**config.mk**
```make
export PLATFORM = sky130hd
export DESIGN_NAME = tdm_mux
export DESIGN_NICKNAME = d
export VERILOG_FILES = /design/src/rtl/tdm_pkg.sv /design/src/rtl/rr_arbiter.sv /design/src/rtl/tdm_mux.sv
export SDC_FILE = /design/constraint.sdc
export NUM_CORES = 1
export LEC_CHECK = 0
export ABC_AREA = 1
export BUFFER_PORTS_ARGS = -buffer_cell sky130_fd_sc_hd__buf_2
export CORE_UTILIZATION = 52
export CTS_BUF_LIST = sky130_fd_sc_hd__clkbuf_8
export CTS_CLUSTER_DIAMETER = 120
export CTS_CLUSTER_SIZE = 30
export DETAILED_ROUTE_END_ITERATION = 8
export GPL_TIMING_DRIVEN = 0
export HOLD_SLACK_MARGIN = 0.05
export PLACE_DENSITY = 0.83
export SLEW_MARGIN = 25
export SYNTH_ARGS = -nofsm -noshare
export SYNTH_HDL_FRONTEND = slang
export SYNTH_SLANG_ARGS = --single-unit
export TNS_END_PERCENT = 30
```
**constraint.sdc**
```tcl
create_clock -name clk -period 2.3 [get_ports clk]
set_input_delay 0.115 -clock clk [delete_from_list [all_inputs] [get_ports clk]]
set_output_delay 0.115 -clock clk [all_outputs]
set_load 0.01 [all_outputs]
```
**src/rtl/tdm_pkg.sv**
```systemverilog
// Shared definitions for the TDM multiplexer/demultiplexer pair: default sizes
// and the channel-tag type, so both ends always agree on tag width.
package tdm_pkg;

  localparam int unsigned N_CH_DEF   = 4;
  localparam int unsigned DATA_W_DEF = 8;

  // Smallest width able to index n channels; n is at least 2.
  function automatic int unsigned sel_w(input int unsigned n);
    int unsigned w;
    w = 1;
    for (int unsigned i = 1; i < 32; i++) begin
      if ((32'd1 << i) < n) w = i + 1;
    end
    return w;
  endfunction

  localparam int unsigned SEL_W_DEF = sel_w(N_CH_DEF);

  typedef logic [SEL_W_DEF-1:0] ch_tag_t;

endpackage

```
**src/rtl/rr_arbiter.sv**
```systemverilog
// Round-robin arbiter: grants the first requester at or after the priority
// pointer, and moves the pointer just past each winner.
module rr_arbiter
  import tdm_pkg::*;
#(
  parameter  int unsigned N = N_CH_DEF,
  localparam int unsigned W = sel_w(N)
) (
  input  logic         clk,
  input  logic         rst,
  input  logic [N-1:0] req,
  input  logic         en,
  output logic [N-1:0] gnt,
  output logic [W-1:0] gnt_idx
);

  logic [W-1:0] ptr_q, ptr_d;
  logic [W-1:0] idx;
  logic         found;

  // N is a power of two, so the W-bit add wraps the search modulo N for free.
  always_comb begin
    gnt     = '0;
    gnt_idx = '0;
    idx     = '0;
    found   = 1'b0;
    if (en) begin
      for (int unsigned i = 0; i < N; i++) begin
        idx = ptr_q + W'(i);
        if (!found && req[idx]) begin
          found        = 1'b1;
          gnt[idx]     = 1'b1;
          gnt_idx      = idx;
        end
      end
    end
    ptr_d = found ? gnt_idx + W'(1) : ptr_q;
  end

  always_ff @(posedge clk) begin
    if (rst) ptr_q <= '0;
    else     ptr_q <= ptr_d;
  end

endmodule

```
**src/rtl/tdm_mux.sv**
```systemverilog
// Merges N_CH valid/ready lanes onto one registered, channel-tagged stream,
// serving the lanes in round-robin order.
module tdm_mux
  import tdm_pkg::*;
#(
  parameter  int unsigned N_CH   = N_CH_DEF,
  parameter  int unsigned DATA_W = DATA_W_DEF,
  localparam int unsigned SEL_W  = sel_w(N_CH)
) (
  input  logic                   clk,
  input  logic                   rst,
  input  logic [N_CH-1:0]        in_valid,
  input  logic [N_CH*DATA_W-1:0] in_data,
  output logic [N_CH-1:0]        in_ready,
  output logic                   out_valid,
  output logic [DATA_W-1:0]      out_data,
  output logic [SEL_W-1:0]       out_sel,
  input  logic                   out_ready
);

  logic              out_valid_q;
  logic [DATA_W-1:0] out_data_q, data_d;
  logic [SEL_W-1:0]  out_sel_q;
  logic              load_en, arb_en, granted;
  logic [N_CH-1:0]   gnt;
  logic [SEL_W-1:0]  gnt_idx;

  assign load_en = !out_valid_q || out_ready;
  // Gating with rst keeps any handshake from completing during reset.
  assign arb_en  = load_en && !rst;

  rr_arbiter #(.N(N_CH)) u_arb (
    .clk     (clk),
    .rst     (rst),
    .req     (in_valid),
    .en      (arb_en),
    .gnt     (gnt),
    .gnt_idx (gnt_idx)
  );

  assign granted  = |gnt;
  assign in_ready = gnt;

  always_comb begin
    data_d = in_data[int'(gnt_idx)*DATA_W +: DATA_W];
  end

  always_ff @(posedge clk) begin
    if (rst) begin
      out_valid_q <= 1'b0;
      out_data_q  <= '0;
      out_sel_q   <= '0;
    end else if (granted) begin
      out_valid_q <= 1'b1;
      out_data_q  <= data_d;
      out_sel_q   <= gnt_idx;
    end else if (out_valid_q && out_ready) begin
      out_valid_q <= 1'b0;
    end
  end

  assign out_valid = out_valid_q;
  assign out_data  = out_data_q;
  assign out_sel   = out_sel_q;

endmodule

```
==> metrics.md, run 1 <==
| Metric | Value |
|---|---|
| Status | finished, violations left |
| Failing checks | DRC |
| R2R Path Start | u_arb.ptr_q[0]$_SDFFE_PP0P_ |
| Hold Fails Final Rpt | 0 |
| Hold Path End | u_arb.ptr_q[1]$_SDFFE_PP0P_ |
| Routed vias/inst | 4.964 |
| First-pass GRT wire length | 6.479 mm |
| Final hold slack | 0.06650 ns |
| Peak Freq | 0.4684 GHz |
| Slew of the pin with the lowest slew margin | 0.6091 ns |
| Flop-to-flop setup slack | 0.17 ns |
| Die W | 56.80 µm |
| Gpl congestion | 0.8525 |
| Family with the most delay on the worst path | simple AND/OR/NAND/NOR gates |
| Initial Utilization | 55.66% |
| Setup slack after layout | 0.1652 ns |
| Drt pass-1 iters | 6 |
| Worst skew pair latency | 0.24 ns |
| Min-delay src | rst |
| CP endpoint kind | register |
| Period utilization | 92.82% |
| Area growth, synth to finish | 27.56% |
| Clk pin slew, worst setup/hold paths | 0.05 ns |
| Hold path cells | 2 |
| TritonCTS buffer count | 3 |
| CP Cell Sequence | inv_8, ha_4, inv_1, nand2_1, nand2_2, nor2_8, buf_4, nand4_1, nand3_1, nand2_1, nand2_2, nor2_4, buf_6, nor2_1, nor2_1 |
| Worst Reg-to-Reg Cells | 15 |
| Pre-CTS setup slack | -0.1852 ns |
| Max-cap viol count | 0 |
| Congestion Overflow GR | 0 |
| EDFF count, synth | 0 |
| Ys flop type | dfxtp_1 |
| Leakage Power | 1.249 nW |
| GRT Total Usage | 24.92% |
| Synthesis-stage register bit count | 13 |
| Synth Cell Area | 1561 µm² |
| Final setup viols | 0 |
| H-tree depth | 1 |
| CP Class | reg2reg |
| Layout Cell Area excl Fill | 1992 µm² |
| CP arrival | 2.27 ns |
| HP Class | in2reg |
| Worst-path fanout max | 11 |
| Slowest cell on the critical path | dfxtp_4 |
| Dpl hpwl | 2.785 mm |
| Sink Count | 13 |
| Die Area | 3226 µm² |
| # rows | 19 |
| I/O pin total | 54 |
| DRT antenna net count | 0 |
| Largest net degree at the start of global routing | 12 |
| DRC | 5 |
| Initial antenna violation count | 0 |
| Area leader, netlist | nand2_1 |
| Setup crit start kind | register |
| Skew final | 0.001363 ns |
| Slew Limit Fails | 0 |
| Clock Tree Buf Depth | 2 |
| Die height | 56.80 µm |
| CP bufs+invs | 4 |
| Vias in the first global route | 1558 |
| Ys Warns | 0 |
| Required time of the critical path | 2.44 ns |
| PwrDens | 1420 nW/µm² |
| Final std cells w/o fill | 361 |
| Max_slew headroom | 59.39% |
| Share of async-settable or async-resettable flops after synthesis | 0% |
| Hold Buf Count CTS | 0 |
| Dpl cells | 349 |
| Tmin final | 2.135 ns |
| Distinct cells, synth | 26 |
| Top-area cell type share of the netlist area | 20.19% |
| Worst path max stage delay | 0.42 ns |
| DP Area | 1866 µm² |
| Post-Syn Nets | 312 |
| CTS Root Cell | clkbuf_8 |
| Setup_tns | 0 ns |
| Port Buffers | 53 |
| Worst r2r dst | out_data[5]$_SDFFE_PP0P_ |
| Core Util, Final | 71.01% |
| Iteration-0 DRC Markers | 94 |
| Gate count after technology mapping | 265 |
| Core area | 2805 µm² |
| Ant diodes | 0 |
| PnR Total Power | 2.828 mW |
| WL final | 3.948 mm |
| # nets final | 378 |
| WL/cell | 10.94 µm |
| Worst VDD drop | 0.7241 mV |
| Post-synthesis sequential area ratio | 16.67% |
| Share of cells above drive strength 1 | 30.91% |
| Area contributors post-synth | nand2_1 20%, dfxtp_1 17%, inv_1 11% |
| CTS tree | done |
| Vias | 1792 |
| Synthesized area per cell | 5.892 µm² |
-- metal layers --
layer	part of all wire [%]	global-route usage, %
met1	45	31.79
met2	48	44.90
met3	6.7	4.608
met4	0.35	2.439
met5	0	0
-- synthesized netlist by cell type (3+ instances only) --
cell type  number
nand2_1        84
inv_1          47
nand3_1        30
nor2_1         21
dfxtp_1        13
nand2_2        10
ha_1            8
o21bai_1        8
inv_2           6
a21oi_1         5
nand2_4         5
buf_6           4
nand4_1         4
nand3_2         3
-- cells by family (layout without fill, tap and decap cells) --
| logic type | count (synthesis) | count (layout) | synth area share (%) |
|---|---|---|---|
| DFF | 13 | 13 | 16.67 |
| AOI/OAI and AO/OA | 21 | 21 | 8.813 |
| buffers and inverters | 60 | 125 | 17.55 |
| adders and majority gates | 8 | 8 | 6.411 |
| and+or+nand+nor | 163 | 163 | 50.56 |
-- registers in the layout (all words and copies together) (netlist names) --
register	flops
out_sel	2
out_valid	1
out_data	8
u_arb.ptr_q	2
-- area by class of cell --
type	count	area (µm²)
Timing Repair Buffer	62	332.8
Tap cell	31	38.79
Sequential cell	13	267.8
Buffer	5	52.55
Fill cell	238	813.3
Clock inverter	1	3.754
Clock buffer	3	41.29
Multi-Input combinational cell	192	1045
Inverter	54	210.2
-- power breakdown --
group	total (mW)	internal, mW	leakage (nW)	switching [mW]
logic	2.24	0.862	1.11	1.37
registers	0.392	0.325	0.109	0.0675
clock network	0.201	0.118	0.0269	0.0826
total	2.83	1.30	1.25	1.52
-- cell usage in the layout (no fill, tap or decap), drive strengths merged --
cell    instances
o21bai          8
clkbuf          4
nand3          33
buf            66
nand2          99
inv            55
dfxtp          13
a21boi          4
a31oi           2
nand3b          1
ha              8
nand4           4
a21oi           5
o21ai           2
nor2           26
-- worst max-delay path by stage --
| stage | start | end | slack (ns) | depth (start not counted) |
|---|---|---|---|---|
| global route | u_arb.ptr_q[0]$_SDFFE_PP0P_ | out_data[4]$_SDFFE_PP0P_ | -0.02 | 16 |
| finish | u_arb.ptr_q[0]$_SDFFE_PP0P_ | out_data[5]$_SDFFE_PP0P_ | 0.17 | 15 |
| global placement | u_arb.ptr_q[1]$_SDFFE_PP0P_ | out_data[6]$_SDFFE_PP0P_ | -0.16 | 15 |
| CTS | u_arb.ptr_q[0]$_SDFFE_PP0P_ | out_data[6]$_SDFFE_PP0P_ | 0.05 | 17 |
| floorplan | u_arb.ptr_q[0]$_SDFFE_PP0P_ | out_data[0]$_SDFFE_PP0P_ | 0.18 | 16 |
| detailed placement | u_arb.ptr_q[1]$_SDFFE_PP0P_ | out_data[6]$_SDFFE_PP0P_ | -0.19 | 15 |
-- repair_timing --
| action | 4_1_cts | 5_1_grt |
|---|---|---|
| pin swaps | 1 | 2 |
| endpoints found under the setup margin | 16 | 14 |
| resized for setup | 4 | 2 |
| buffers inserted | 3 | 6 |
No activity file was read; power rests on OpenSTA's default activity.
==> run 2: changes to the inputs <==
CORE_UTILIZATION = 51   (was 52)
SYNTH_HIERARCHICAL = 1   (was not set)
==> metrics.md, run 2 <==
| Metric | Value |
|---|---|
| R2R Path Start | u_arb/ptr_q[1]$_SDFFE_PP0P_ |
| Skew final | 0.0006462 ns (-0.0007167 ns) |
| Port Buffers | 53 (unchanged) |
| Die W | 54.89 µm (-3.4%) |
| Area contributors post-synth | dfxtp_1 18%, nand2_1 15%, nand3_2 7.7% |
| Multi-input combinational cell area | 1076 µm² (+3.0%) |
| Most frequent cells in the layout | 54 x nand2_1, 54 x buf_2, 19 x inv_1 |
| Worst VDD drop | 0.9659 mV (+33%) |
| CP Class | reg2reg |
| EDFF count, synth | 0 (unchanged) |
| Die height | 54.89 µm (-3.4%) |
| Ys flop type | dfxtp_1 |
| Synthesis-stage register bit count | 13 (unchanged) |
| Distinct cells, synth | 33 (+27%) |
| Share of async-settable or async-resettable flops after synthesis | 0% (unchanged) |
| H-tree depth | 1 (unchanged) |
| Sink Count | 13 (unchanged) |
| Max-cap viol count | 0 (unchanged) |
| WL final | 3.855 mm (-2.4%) |
| Setup crit start kind | register |
| Sequential cell area | 267.8 µm² (unchanged) |
| Worst-path fanout max | 6 (-5) |
| Drt pass-1 iters | 4 (-2) |
| Dpl cells | 296 (-15%) |
| DRC | 0 (-5) |
| Layout Cell Area excl Fill | 2022 µm² (+1.5%) |
| Synth Cell Area | 1426 µm² (-8.7%) |
| Peak Freq | 0.4438 GHz (-5.3%) |
| Vias | 1596 (-11%) |
| Post-Syn Nets | 259 (-17%) |
| Core area | 2567 µm² (-8.5%) |
| Hold Path End | u_arb/ptr_q[0]$_SDFFE_PP0P_ |
| TritonCTS buffer count | 3 (unchanged) |
| Final hold slack | 0.07940 ns (+0.01290 ns) |
| Dpl hpwl | 2.528 mm (-9.2%) |
| I/O pin total | 54 (unchanged) |
| Vias in the first global route | 1370 (-12%) |
| DP Area | 1732 µm² (-7.2%) |
| Synthesized area per cell | 6.697 µm² (+14%) |
| Post-synthesis sequential area ratio | 18.25% (+1.6 points) |
| Ant diodes | 0 (unchanged) |
| Area leader, netlist | dfxtp_1 |
| Count leader, synth | nand2_1 |
| Flop-to-flop setup slack | 0.05 ns (-0.12 ns) |
| CTS Root Cell | clkbuf_8 |
| PwrDens | 1361 nW/µm² (-4.1%) |
| Initial antenna violation count | 0 (unchanged) |
| Slew Limit Fails | 0 (unchanged) |
| Tmin final | 2.253 ns (+0.1185 ns) |
| Gate count after technology mapping | 213 (-20%) |
| # rows | 18 (-1) |
| WL/cell | 12.32 µm (+13%) |
| Iteration-0 DRC Markers | 20 (-79%) |
| Clock Tree Buf Depth | 2 (unchanged) |
| Min-delay src | rst |
| Top-area cell type share of the netlist area | 18.25% (-1.9 points) |
| CP endpoint kind | register |
| Area growth, synth to finish | 41.75% |
| Hold path cells | 2 (unchanged) |
| Share of cells above drive strength 1 | 53.71% (+23 points) |
| Hold Buf Count CTS | 0 (unchanged) |
| Hold Fails Final Rpt | 0 (unchanged) |
| Worst skew pair latency | 0.24 ns (about the same) |
| Gpl congestion | 0.7924 (-7.0%) |
| HP Class | in2reg |
| Routed vias/inst | 5.099 (+2.7%) |
| Period utilization | 97.97% (+5.2 points) |
| Congestion Overflow GR | 0 (unchanged) |
| CTS tree | done |
| Max_slew headroom | 62.11% (+2.7 points) |
| CP arrival | 2.38 ns (+0.11 ns) |
| Setup_tns | 0 ns (unchanged) |
| Clk pin slew, worst setup/hold paths | 0.05 ns (about the same) |
| # nets final | 330 (-13%) |
| Setup slack after layout | 0.04674 ns (-0.1185 ns) |
| Worst r2r dst | out_data[2]$_SDFFE_PP0P_ |
| GRT Total Usage | 24.99% (+0.070 points) |
| Final setup viols | 0 (unchanged) |
| Max reg flops | 8 (unchanged) |
| DRT antenna net count | 0 (unchanged) |
| Worst Reg-to-Reg Cells | 15 (unchanged) |
| Status | finished clean |
| Leakage Power | 1.088 nW (-13%) |
| Initial Utilization | 55.56% (-0.11 points) |
| Slew of the pin with the lowest slew margin | 0.5684 ns (-0.04080 ns) |
| Pre-CTS setup slack | -0.3021 ns (-0.1169 ns) |
| Die Area | 3012 µm² (-6.6%) |
| Layout fillers | 190 (-20%) |
| Required time of the critical path | 2.43 ns (about the same) |
| Synth top cells by count | 57 x nand2_1, 23 x inv_1, 16 x nand2_2, 16 x nand3_1, 14 x o21ai_0 |
| Final std cells w/o fill | 313 (-13%) |
| Ys Warns | 6 (+6) |
| Largest net degree at the start of global routing | 11 (-1) |
| First-pass GRT wire length | 5.444 mm (-16%) |
[run 2: timing repair]
item | 4_1_cts | 5_1_grt
hold endpoints to repair | 0 | 0
pin swaps | 2 | 11
setup buffers | 7 | 5
gates resized for setup | 19 | 43
gates cloned | 0 | 2
endpoints found under the setup margin | 13 | 11
[run 2: kinds of logic (layout without fill, tap and decap cells)]
logic type	after synthesis	in the layout	synth area share [%]
compound gates	34	34	13.95
fa+ha+maj	7	7	6.140
buf+inv	39	109	14.47
flops	13	13	18.25
simple gates	120	120	47.19
[run 2: cell type report]
class                      instances  area share (%)
tap                               30           1.856
buffer                             7           3.960
inverter                          31           7.116
timing repair buffer              67           18.38
multi-input combinational        161           53.22
clock inverter                     1          0.1856
clock buffer                       3           2.042
sequential                        13           13.24
[run 2: worst max-delay path by stage]
stage / startpoint / end / cells after the start
global placement: u_arb/ptr_q[1]$_SDFFE_PP0P_ / out_data[0]$_SDFFE_PP0P_ / 19
finish: u_arb/ptr_q[1]$_SDFFE_PP0P_ / out_data[2]$_SDFFE_PP0P_ / 15
detailed placement: u_arb/ptr_q[1]$_SDFFE_PP0P_ / out_valid$_SDFFE_PP0P_ / 17
global route: u_arb/ptr_q[1]$_SDFFE_PP0P_ / out_data[2]$_SDFFE_PP0P_ / 17
CTS: u_arb/ptr_q[0]$_SDFFE_PP0P_ / out_data[1]$_SDFFE_PP0P_ / 18
floorplan: u_arb/ptr_q[0]$_SDFFE_PP0P_ / out_data[6]$_SDFFE_PP0P_ / 19
[run 2: stage by stage]
stage,power (mW),utilization [%]
after CTS,2.320,72.42
final,2.752,78.75
after global routing,2.969,78.75
after detailed placement,1.972,67.45
after floorplan,1.619,-
after global placement,1.950,67.45
[run 2: power by group]
| group | switching, mW | internal [mW] |
|---|---|---|
| registers | 0.0680 | 0.315 |
| clock network | 0.0778 | 0.118 |
| logic | 1.29 | 0.880 |
[run 2: metal layers]
layer / GRT usage, % / part of all wire (%) / vias up
li1: - / - / 827
met1: 27.60 / 40 / 710
met2: 46.79 / 54 / 54
met3: 3.056 / 4.3 / 5
met4: 10.68 / 1.5 / 0
met5: 0 / 0 / -
[run 2: critical path: stages (launching register included)]
cell and delay [ns]:
dfxtp_4 0.39, inv_6 0.06, ha_4 0.26, inv_4 0.06, nand3_2 0.08, nand2_4 0.13
nor2_4 0.07, a22oi_1 0.21, o221ai_2 0.14, nand2_1 0.09, inv_2 0.04, nor2_2 0.12
nand2_2 0.13, buf_6 0.16, o21ai_1 0.16, a21oi_1 0.05
